### src/rtl/bus_arbiter.sv
// Round-robin bus arbiter with a one-hot registered enable, bounded hold time with
// preemption, and per-driver lock to keep the bus across multi-cycle transfers.
module bus_arbiter #(
  parameter int unsigned COUNT     = 8,
  parameter int unsigned MAX_HOLD  = 4,
  parameter int unsigned ID_WIDTH  = $clog2(COUNT + 1),
  parameter int unsigned CNT_WIDTH = $clog2(MAX_HOLD + 2)
) (
  input  logic                clk,
  input  logic                reset,
  input  logic [COUNT-1:0]    req,
  input  logic [COUNT-1:0]    lock,
  output logic [COUNT-1:0]    enable,
  output logic [ID_WIDTH-1:0] grant_id,
  output logic                busy,
  output logic                preempt
);

  localparam int unsigned PtrW = (COUNT > 1) ? $clog2(COUNT) : 1;
  localparam logic [CNT_WIDTH-1:0] MaxHoldC = CNT_WIDTH'(MAX_HOLD);

  typedef enum logic [0:0] {StIdle, StOwn} state_e;

  state_e               state_q;
  logic [COUNT-1:0]     enable_q;
  logic [ID_WIDTH-1:0]  grant_id_q;
  logic                 busy_q;
  logic                 preempt_q;
  logic [PtrW-1:0]      ptr_q;
  logic [PtrW-1:0]      owner_q;
  logic [CNT_WIDTH-1:0] hold_q;

  logic                 win_found;
  logic [PtrW-1:0]      win_idx;
  logic [PtrW-1:0]      next_ptr;
  logic                 owner_req;
  logic                 owner_lock;
  logic                 others_req;
  int unsigned          idx;

  // Cyclic search for the first requester starting at ptr_q.
  always_comb begin
    win_found = 1'b0;
    win_idx   = '0;
    idx       = 0;
    for (int unsigned i = 0; i < COUNT; i++) begin
      idx = (int'(ptr_q) + i) % COUNT;
      if (!win_found && req[PtrW'(idx)]) begin
        win_found = 1'b1;
        win_idx   = PtrW'(idx);
      end
    end
  end

  always_comb begin
    next_ptr   = PtrW'((int'(owner_q) + 1) % COUNT);
    owner_req  = req[owner_q];
    owner_lock = lock[owner_q];
    // enable_q is the owner's one-hot while in StOwn.
    others_req = |(req & ~enable_q);
  end

  always_ff @(posedge clk) begin
    if (reset) begin
      state_q    <= StIdle;
      enable_q   <= '0;
      grant_id_q <= '0;
      busy_q     <= 1'b0;
      preempt_q  <= 1'b0;
      ptr_q      <= '0;
      owner_q    <= '0;
      hold_q     <= '0;
    end else begin
      preempt_q <= 1'b0;
      unique case (state_q)
        StIdle: begin
          if (win_found) begin
            enable_q   <= COUNT'(1) << win_idx;
            grant_id_q <= ID_WIDTH'(int'(win_idx) + 1);
            busy_q     <= 1'b1;
            owner_q    <= win_idx;
            hold_q     <= CNT_WIDTH'(1);
            state_q    <= StOwn;
          end
        end
        StOwn: begin
          if (!owner_req) begin
            enable_q   <= '0;
            grant_id_q <= '0;
            busy_q     <= 1'b0;
            ptr_q      <= next_ptr;
            state_q    <= StIdle;
          end else if (MAX_HOLD != 0 && hold_q == MaxHoldC && !owner_lock && others_req) begin
            enable_q   <= '0;
            grant_id_q <= '0;
            busy_q     <= 1'b0;
            preempt_q  <= 1'b1;
            ptr_q      <= next_ptr;
            state_q    <= StIdle;
          end else if (hold_q < MaxHoldC) begin
            hold_q <= hold_q + 1'b1;
          end
        end
        default: state_q <= StIdle;
      endcase
    end
  end

  assign enable   = enable_q;
  assign grant_id = grant_id_q;
  assign busy     = busy_q;
  assign preempt  = preempt_q;

endmodule
### config.mk
export PLATFORM = sky130hd
export DESIGN_NAME = bus_arbiter
export DESIGN_NICKNAME = d
export VERILOG_FILES = /design/src/rtl/bus_arbiter.sv
export SDC_FILE = /design/constraint.sdc
export NUM_CORES = 1
export LEC_CHECK = 0
export ABC_AREA = 1
export CORE_MARGIN = 2
export CORE_UTILIZATION = 50
export DETAILED_ROUTE_END_ITERATION = 10
export PLACE_DENSITY_LB_ADDON = 0.3
export SYNTH_ARGS = -nofsm -noshare
export SYNTH_HDL_FRONTEND = slang
export SYNTH_SLANG_ARGS = --single-unit
### constraint.sdc
create_clock -name clk -period 9.5 [get_ports clk]
set_input_delay 1.9 -clock clk [delete_from_list [all_inputs] [get_ports clk]]
set_output_delay 1.9 -clock clk [all_outputs]
set_load 0.01 [all_outputs]
==> reports/qor_table.md <==
| Quantity | Reported |
|---|---|
| Clk Latency, worst-skew pair | 0.27 ns |
| Largest fanout on the critical path | 5 |
| Endpoint required time on the critical path | 9.69 ns |
| Hold Buf Count CTS | 0 |
| Worst path buffer plus inverter count | 4 |
| Detail-routed via count per cell | 5.32 |
| Largest cells by area after synthesis | sky130_fd_sc_hd__dfxtp_1 24%, sky130_fd_sc_hd__nand2_1 9.8%, sky130_fd_sc_hd__nand3_1 8.8% |
| Max cap viols | 0 |
| Total number of clock tree sinks | 24 |
| H-tree depth reported by CTS | 1 |
| Power per Cell Area | 352 nW/um^2 |
| Quantity of I/O buffers inserted on ports | 31 |
| Total instance count after detailed placement | 370 |
| Leakage power | 1.05 nW |
| Total half-perimeter wirelength after legalization and detailed placement | 3770 um |
| Post-detailed-route wirelength per cell | 13.0 um |
| Worst Setup Start Kind | input pin |
| Highest ir drop seen on vdd | 0.227 mV |
| Synth Net Count | 328 |
| CP max stage delay | 0.56 ns |
| Width of the die | 67.8 um |
| Accumulated negative setup slack | 0 ns |
| Site Rows | 23 |
| Die Footprint | 4600 um^2 |
| Ranking of synthesized cells by instance count | 53 x sky130_fd_sc_hd__nand2_1, 36 x sky130_fd_sc_hd__inv_1, 36 x sky130_fd_sc_hd__nand3_1 |
| Number of global-route vias before repair | 1,725 |
| Post-place instance area | 2330 um^2 |
| Min-Delay Path Class | reg2reg |
| Post-synthesis average cell area | 6.79 um^2 |
| Total global-route track usage | 21.8% |
| Crit path arrival time | 4.76 ns |
| Mapped Cells | 300 |
| Async S/R FF share, synth | 0% |
| Unrepaired setup endpoints after global routing | no |
| Final non-filler cell total | 374 |
| Post-synth design cell area | 2040 um^2 |
| CORE AREA | 3970 um^2 |
| Wire length reported by the detailed router | 4870 um |
| Post-Route Utilization | 60.5% |
| Flip-flop and latch count after synthesis | 24 |
| Post-cts sizing count | 0 |
| Final GP Congestion | 0.910 |
| Main synth FF type | sky130_fd_sc_hd__dfxtp_1 |
| Maximum root-to-sink buffer count | 2 |
| Post-layout total power | 0.845 mW |
| Most common cell in the netlist | sky130_fd_sc_hd__nand2_1 |
| Largest area contributor in the synthesized netlist | sky130_fd_sc_hd__dfxtp_1 |
| Number of remaining DRC errors | 0 |
| Effective utilization at floorplan | 51.3% |
| Result of the run | finished, final reports clean |
| Congestion Overflow GR | 0 |
| Total number of nets in the final design | 353 |
| Pin count of the biggest net entering global routing | 23 |
| Post-synth EDFFs | 0 |
| Area delta synth->final | 17.9% |
| Clock transition time at the flip-flop clock pins of the worst setup and hold paths | 0.09 ns |
| Critical path cell sequence | clkdlybuf4s50_1, nand2_1, nand3_1, nand3_2, nand2_4, inv_1, nand3_1, nand2_1, inv_1, nand3_1, nor2_1, nand3_1, nor2_1, inv_1, ha_1, ha_1, or2_2, a21oi_1 |
| Achievable clock frequency | 219 MHz |
| Vias post-DR | 1,988 |
| Sequential fraction of the synthesis area | 23.6% |
| Share of cells above drive strength 1 | 15.1% |
| Number of buffers created by CTS | 3 |
| Shortest period the worst path allows | 4.57 ns |
| Crit path max-delay cell type | sky130_fd_sc_hd__clkdlybuf4s50_1 |
| Number of antenna violations at the first check in global routing | 0 |
| Clock Skew | 0.00202 ns |
| Clock root buffer master | sky130_fd_sc_hd__clkbuf_8 |
| # setup viols final | 0 |
| Drt pass-1 iters | 4 |
| Number of hold violations in the final report | 0 |
| Area share of the leading cell type in the synthesized netlist | 23.6% |
| Clock tree from TritonCTS | yes |
| Yosys warns | 0 |
| Number of library cell types mapped by synthesis | 33 |
| Most repeated library cell on the critical path | sky130_fd_sc_hd__nand3_1 |
| Final Max Slew Viols | 0 |
| Post-route ant nets | 0 |
| Transition time of the tightest slew-check pin | 0.758 ns |
| Max-slew headroom at the worst pin | 49.3% |
| Die height | 67.8 um |
| Antenna diode instance count | 0 |
| Critical path endpoint category | flip-flop |
| Setup CP Type | in2reg |
| Number of DRC markers in iteration 0 | 176 |
| Top delay family on crit path | simple AND/OR/NAND/NOR gates |
| Number of post-CTS setup repair buffers | 0 |
| Final Instance Area | 2400 um^2 |
| Share of the clock period used by the worst path | 48.1% |
| Wire length of the first global-routing pass | 7730 um |
| Io pins | 32 |
-- metrics by stage --
step | worst slack, ns | hold WS, ns
detailed placement | 4.67 | 0.461
global route | 4.65 | 0.500
floorplan | 5.58 | 0.456
finish | 4.93 | 0.473
global placement | 4.71 | 0.451
CTS | 4.94 | 0.476
-- registers in the layout (all words and copies together) (netlist names) --
register	cells
state_q	1
hold_q	3
grant_id	4
preempt	1
busy	1
ptr_q	3
owner_q	3
enable	8
-- where the power goes --
group          internal (mW)  leakage, nW  total (mW)  switching [mW]
registers              0.129        0.196       0.166          0.0369
clock network         0.0564       0.0357      0.0907          0.0343
logic                  0.210        0.816       0.589           0.378
-- kinds of logic after synthesis --
family	after synthesis	share of synthesized area [%]
AND/OR/NAND/NOR	154	41.3
AO/OA/AOI/OAI	55	15.5
buffers and inverters	52	11.4
flip-flops	24	23.6
adder cells (fa/ha/maj)	10	6.14
XOR/XNOR	5	2.15
-- layer usage --
| layer | global-route usage (%) | vias to the layer above | part of all wire, % |
|---|---|---|---|
| li1 | - | 1036 | - |
| met4 | 5.75 | 0 | 0.92 |
| met3 | 2.47 | 5 | 2.7 |
| met5 | 0 | - | 0 |
| met2 | 36.5 | 38 | 48 |
| met1 | 29.9 | 909 | 49 |
-- final timing paths --
path / from / endpoint / slack (ns) / depth (start not counted)
setup reg to reg: ptr_q[0] / grant_id[2] / 5.75 / 17
hold reg to reg: busy / busy / 0.47 / 2
hold / removal: busy / busy / 0.47 / 2
setup / recovery: req[7] / grant_id[2] / 4.93 / 18
-- worst reg2reg max path, delay by kind of cell, from the launching register on --
family,cells,cell delay [ns]
AND/OR/NAND/NOR,8,1.15
flip-flops,1,0.58
adder cells (fa/ha/maj),3,1.03
AO/OA/AOI/OAI,2,0.20
buffers and inverters,4,0.72
-- layout make-up --
class	instances	area, um^2
inverters	41	154
well taps	50	62.6
clock inverters	1	30.0
fillers	358	1570
flip-flops and latches	24	480
repair buffers	31	310
multi-input cells	224	1330
clock buffers	3	41.3
-- cell usage in the layout (no fill, tap or decap), drive strengths merged --
cell and count:
o21ai 15, nand2 70, bufinv 1, dfxtp 24
clkdlybuf4s50 31, a31oi 1, ha 10, o21bai 1
o211ai 2, or2 2, a21oi 29, nand3b 1
inv 41, nand3 48, o21a 1, xnor2 2
nor2 26, nor3 3, nand4 4, clkbuf 3
o22ai 6, xor2 3
(Power assumes the default switching activity.)
